<file path="config.mk">
export PLATFORM = sky130hd
export DESIGN_NAME = load_store_unit
export DESIGN_NICKNAME = d
export VERILOG_FILES = /design/src/rtl/lsu_pkg.sv /design/src/rtl/lsu_align.sv /design/src/rtl/load_store_unit.sv
export SDC_FILE = /design/constraint.sdc
export NUM_CORES = 1
export LEC_CHECK = 0
export ABC_AREA = 1
export CAP_MARGIN = 25
export CORE_UTILIZATION = 48
export CTS_CLUSTER_SIZE = 8
export DETAILED_ROUTE_END_ITERATION = 16
export PLACE_DENSITY = 0.8
export SLEW_MARGIN = 40
export SYNTH_ARGS = -nofsm -noshare
export SYNTH_HDL_FRONTEND = slang
export SYNTH_SLANG_ARGS = --single-unit
</file>
<file path="constraint.sdc">
create_clock -name CLK -period 1.75 [get_ports CLK]
set_input_delay 0.35 -clock CLK [delete_from_list [all_inputs] [get_ports CLK]]
set_output_delay 0.35 -clock CLK [all_outputs]
set_load 0.01 [all_outputs]
</file>
<file path="src/rtl/lsu_pkg.sv">
// lsu_pkg: shared FSM states, access-size encodings and byte-lane mask helper
package lsu_pkg;
  typedef enum logic [2:0] {IDLE, RD, WT, WR, FIN} lsu_state_e;
  localparam logic [2:0] F3_B  = 3'b000;
  localparam logic [2:0] F3_H  = 3'b001;
  localparam logic [2:0] F3_W  = 3'b010;
  localparam logic [2:0] F3_D  = 3'b011;
  localparam logic [2:0] F3_BU = 3'b100;
  localparam logic [2:0] F3_HU = 3'b101;
  localparam logic [2:0] F3_WU = 3'b110;
  localparam logic [2:0] F3_XX = 3'b111;
  function automatic logic [7:0] lane_mask(input logic [2:0] f3);
    return f3[1:0] == 2'd0 ? 8'h01 : f3[1:0] == 2'd1 ? 8'h03 : f3[1:0] == 2'd2 ? 8'h0f : 8'hff;
  endfunction
endpackage

</file>
<file path="src/rtl/lsu_align.sv">
// lsu_align: load lane extraction/extension and store byte-lane merge
module lsu_align
  import lsu_pkg::*;
(
  input  logic [2:0]  f3,
  input  logic [2:0]  off,
  input  logic [63:0] rd_word,
  input  logic [63:0] wdata,
  output logic [63:0] load_data,
  output logic [63:0] store_data
);
  logic [63:0] sh, ws, bm;
  logic [7:0]  mask;
  assign sh   = rd_word >> {off, 3'b000};
  assign ws   = wdata << {off, 3'b000};
  assign mask = lane_mask(f3) << off;
  for (genvar i = 0; i < 8; i++) begin : g_lane
    assign bm[8*i +: 8] = {8{mask[i]}};
  end
  assign store_data = (ws & bm) | (rd_word & ~bm);
  assign load_data  = f3 == F3_B  ? {{56{sh[7]}}, sh[7:0]} :
                      f3 == F3_H  ? {{48{sh[15]}}, sh[15:0]} :
                      f3 == F3_W  ? {{32{sh[31]}}, sh[31:0]} :
                      f3 == F3_BU ? {56'd0, sh[7:0]} :
                      f3 == F3_HU ? {48'd0, sh[15:0]} :
                      f3 == F3_WU ? {32'd0, sh[31:0]} : sh;
endmodule

</file>
<file path="src/rtl/load_store_unit.sv">
// load_store_unit: multi-cycle load/store FSM with alignment checks and read-modify-write for partial stores
module load_store_unit
  import lsu_pkg::*;
(
  input  logic        CLK,
  input  logic        RESET,
  input  logic        START,
  input  logic        IS_STORE,
  input  logic [2:0]  FUNCT3,
  input  logic [63:0] ADDR,
  input  logic [63:0] WDATA,
  output logic [63:0] MEM_ADDR,
  output logic        MEM_WR,
  output logic [63:0] MEM_DIN,
  input  logic [63:0] MEM_DOUT,
  output logic [63:0] RDATA,
  output logic        BUSY,
  output logic        DONE,
  output logic        MISALIGNED
);
  lsu_state_e  state_q, state_d;
  logic [63:0] addr_q, addr_d, wdata_q, wdata_d, rdata_q, rdata_d, mem_din_q, mem_din_d;
  logic [2:0]  f3_q, f3_d;
  logic        st_q, st_d, busy_q, busy_d, done_q, done_d, mis_q, mis_d, mem_wr_q, mem_wr_d;
  logic        err;
  logic [63:0] load_data, store_data;
  lsu_align u_align (
    .f3(f3_q), .off(addr_q[2:0]), .rd_word(MEM_DOUT), .wdata(wdata_q),
    .load_data(load_data), .store_data(store_data)
  );
  // unsupported encodings share the misaligned error path
  assign err = FUNCT3 == F3_XX || (IS_STORE && FUNCT3[2]) ||
               (FUNCT3[1:0] == 2'd1 ? ADDR[0] : FUNCT3[1:0] == 2'd2 ? |ADDR[1:0] :
                FUNCT3[1:0] == 2'd3 ? |ADDR[2:0] : 1'b0);
  always_comb begin
    state_d   = state_q;
    addr_d    = addr_q;
    wdata_d   = wdata_q;
    f3_d      = f3_q;
    st_d      = st_q;
    rdata_d   = rdata_q;
    mem_din_d = mem_din_q;
    done_d    = 1'b0;
    mis_d     = 1'b0;
    mem_wr_d  = 1'b0;
    case (state_q)
      IDLE: if (START) begin
        addr_d  = ADDR;
        wdata_d = WDATA;
        f3_d    = FUNCT3;
        st_d    = IS_STORE;
        if (err) begin
          state_d = FIN;
          done_d  = 1'b1;
          mis_d   = 1'b1;
        end else if (IS_STORE && FUNCT3 == F3_D) begin
          state_d   = WR;
          mem_wr_d  = 1'b1;
          mem_din_d = WDATA;
        end else state_d = RD;
      end
      RD: state_d = WT;
      WT: if (st_q) begin
        state_d   = WR;
        mem_wr_d  = 1'b1;
        mem_din_d = store_data;
      end else begin
        state_d = FIN;
        done_d  = 1'b1;
        rdata_d = load_data;
      end
      WR: begin
        state_d = FIN;
        done_d  = 1'b1;
      end
      default: state_d = IDLE;
    endcase
    busy_d = state_d != IDLE;
  end
  always_ff @(posedge CLK or negedge RESET) begin
    if (!RESET) begin
      state_q   <= IDLE;
      addr_q    <= '0;
      wdata_q   <= '0;
      f3_q      <= '0;
      st_q      <= 1'b0;
      rdata_q   <= '0;
      mem_din_q <= '0;
      busy_q    <= 1'b0;
      done_q    <= 1'b0;
      mis_q     <= 1'b0;
      mem_wr_q  <= 1'b0;
    end else begin
      state_q   <= state_d;
      addr_q    <= addr_d;
      wdata_q   <= wdata_d;
      f3_q      <= f3_d;
      st_q      <= st_d;
      rdata_q   <= rdata_d;
      mem_din_q <= mem_din_d;
      busy_q    <= busy_d;
      done_q    <= done_d;
      mis_q     <= mis_d;
      mem_wr_q  <= mem_wr_d;
    end
  end
  assign MEM_ADDR   = state_q == IDLE ? {ADDR[63:3], 3'b000} : {addr_q[63:3], 3'b000};
  assign MEM_WR     = mem_wr_q;
  assign MEM_DIN    = mem_din_q;
  assign RDATA      = rdata_q;
  assign BUSY       = busy_q;
  assign DONE       = done_q;
  assign MISALIGNED = mis_q;
endmodule
</file>
==> metrics.txt <==
die height=186 µm; Final WS setup=-590 ps; first-pass GRT wire length=107 mm; Die Width=186 µm; Critical path buffers and inverters=4; drt first-iter violations=2480; maximum clock frequency=0.427 GHz; Final period util=1.34; clk slew on worst S/H paths=60 ps; io pins=395; CP startpoint kind=register; register area share after synthesis=0.410; number of synthesized flops with an enable pin=0; HP Class=in -> async; RSZ-0062 raised after global routing=true; Area growth syn-to-layout=56.8%; Nets=3249; pwr/cell area=2090 mW/mm²; # DRC=2; Reg power frac=0.218; Power Internal=28.7 mW; placed cell area=0.0228 mm²; total die area=0.0347 mm²; Top FF cell, synth=dfrtp_1; worst slew pin tran=550 ps; initial antenna violation count=1; Core ar.=0.0334 mm²; Synth Area in Adders=0; antenna violation net count after detailed routing=0; IO buf count=391; Reg2Reg Setup Slack=-430 ps; syn_area_per_cell=6.83 µm²; outcome=finished, violations left; filler cell count=2344; later-pin clock latency in the skew report=560 ps; Hold Slack=262 ps; CTS Buffer Depth=3; Logic pwr share=0.654; pre-CTS setup slack=-388 ps; H-Tree Depth=2; ys async rst share=1.00; clk sinks=267; max-cap check violation count=0; DR vias/cell=5.81; Compound-Gate Fraction of Synth Area=0.158; Post-Synth Simple-Gate Area=0.328; Synth area leaders=dfrtp_1, nand2_1, o21ai_0; Yosys cell types=39; num rows=67; initial core utilization=0.487; total grt overflow=0; Slowest cell on crit path=dfrtp_1; Post-Synth XOR/XNOR Area=0; Diodes inserted=0; share of cells above drive strength 1=0.257; pin count of the biggest net entering global routing=69; Synth Register Bits=267; Clock Power Share=0.128; Psw=24.8 mW; reg-to-reg startpoint=state_q[0]; Leakage=12.5 nW; Max IR drop VDD=1.43 mV; Total GRT Usage=0.412; Routed WL=79.2 mm; critical path peak fanout=7; HPWL Detailed=53.8 mm; mapped cell area=0.0163 mm²; critical-path cell list=nor2_4 > nand2_8 > buf_12 > buf_12 > buf_6 > o21ai_2 > buf_2; worst reg2reg path endpoint=addr_q[35]; Final Critical Period=2340 ps; CP top delay family=buffers and inverters; failing checks=design-rule violations, negative setup slack; clock root buffer=clkbuf_16; CP max stage delay=410 ps; CP Capture Type=output port; data required time at the worst endpoint=1400 ps; routability cong.=1.03; Final setup viols=449; share of the synthesized area in the top cell type=0.410; R2R depth=10; portion of netlist area occupied by mux cells=0; Via Count=20400; DRT Pass-1 Iters=14; final design area excluding fillers=0.0255 mm²; Fin. Hold Viols=0; Syn Inst Count=2384; fin. max-slew vios=0; Worst EP arrival=1990 ps; total power=53.4 mW; area leader, netlist=dfrtp_1; Clock Skew=31.8 ps; synth warn=0; Routed WL per cell=22.6 µm; number of global-route vias before repair=18700; CTS tree=yes; TritonCTS Buffers=39; critical path class=reg -> out; Crit path top cell by count=buf_12; main combinational cell family by area after synthesis=simple AND/OR/NAND/NOR gates; slew margin rel.=0.632; sw frac=0.464
==> per-stage QoR <==
| stage | std cells | TNS (ps) | util |
|---|---|---|---|
| finish | 3503 | -94640 | 0.763 |
| global route | 3503 | -115090 | 0.763 |
| CTS | 3459 | -63370 | 0.722 |
| detailed placement | 3394 | -48340 | 0.682 |
| global placement | 3394 | -40700 | 0.682 |
| floorplan | 2386 | 0 | - |
==> cells in the mapped netlist, types with 4 or more instances <==
| master | instances |
|---|---|
| buf_1 | 15 |
| nand2_1 | 828 |
| a211oi_1 | 14 |
| a21oi_1 | 69 |
| o21ai_0 | 250 |
| o21ai_1 | 48 |
| a21oi_2 | 30 |
| or2_2 | 53 |
| nand2_2 | 9 |
| a31oi_1 | 8 |
| clkbuf_1 | 63 |
| buf_6 | 17 |
| inv_1 | 207 |
| dfrtp_1 | 267 |
| nand3_2 | 5 |
| nand3_1 | 208 |
| nor2_4 | 4 |
| o211ai_1 | 26 |
| nor2_1 | 144 |
| and3_1 | 5 |
| inv_2 | 11 |
| nand4_1 | 14 |
| buf_2 | 53 |
| buf_4 | 14 |
==> how the worst max path moves through the flow <==
stage	from	to	cells after the start
after floorplan	state_q[2]	MEM_ADDR[63]	5
after global placement	MEM_DOUT[45]	RDATA[45]	9
after detailed placement	MEM_DOUT[45]	RDATA[45]	9
after CTS	state_q[2]	MEM_ADDR[53]	7
after global routing	state_q[0]	MEM_ADDR[31]	7
final	state_q[0]	MEM_ADDR[31]	7
==> timing repair <==
item,4_1_cts,5_1_grt
endpoints found under the setup margin,365,458
pin swaps,3,18
setup buffers,11,21
resized for setup,377,272
hold buffers,1,0
endpoints found under the hold margin,35,0
gates cloned,7,26
==> flip-flops by register name (all words and copies together), names as in the netlist, 3 cells and up <==
register / count
f3_q: 3
MEM_DIN: 64
state_q: 3
RDATA: 64
addr_q: 64
wdata_q: 64
==> power groups by stage <==
stage,Clock (mW),Sequential (mW),Combinational (mW)
2_1_floorplan,0,11.4,14.6
3_3_place_gp,0,11.2,29.7
3_5_place_dp,0,11.3,30.1
4_1_cts,6.80,11.3,31.1
5_1_grt,7.10,11.8,37.1
6_report,6.84,11.6,35.0
==> cells in the final DEF, fill, tap and decap left out, drive strengths merged <==
master           n
a211oi          14
a21boi           2
a21oi           99
a22oi            1
a2bb2oi          1
a31oi            8
and3             5
buf            430
clkbuf          61
clkdlybuf4s15    4
clkdlybuf4s50  329
clkinv           5
conb             3
dfrtp          267
dlygate4sd3      1
inv            220
nand2          840
nand3          213
nand3b           1
nand4           14
nor2           149
nor3             2
o2111ai          1
o211ai          26
o21a             2
o21ai          300
o22ai            3
o31ai            1
or2             53
==> logic make-up after synthesis <==
| logic type | count (synthesis) |
|---|---|
| and+or+nand+nor | 1277 |
| buffers and inverters | 381 |
| DFF | 267 |
| AOI/OAI and AO/OA | 458 |
| other | 1 |
==> per-layer routing <==
metal	part of all wire	wire, µm	track usage
met1	0.35	27900	0.492
met2	0.47	36900	0.683
met3	0.096	7630	0.0718
met4	0.084	6680	0.280
met5	0.00015	12	0
==> layout make-up <==
| cell class | instances | area (µm²) | share of cell area |
|---|---|---|---|
| clock buffer | 42 | 997 | 0.0391 |
| clock inverter | 4 | 60.1 | 0.00235 |
| inverter | 219 | 880 | 0.0345 |
| multi-input combinational | 1738 | 8590 | 0.337 |
| sequential | 267 | 6690 | 0.262 |
| tap | 448 | 561 | 0.0220 |
| timing repair buffer | 783 | 7730 | 0.303 |
| timing repair inverter | 2 | 22.5 | 0.000882 |
(Power assumes the default switching activity.)
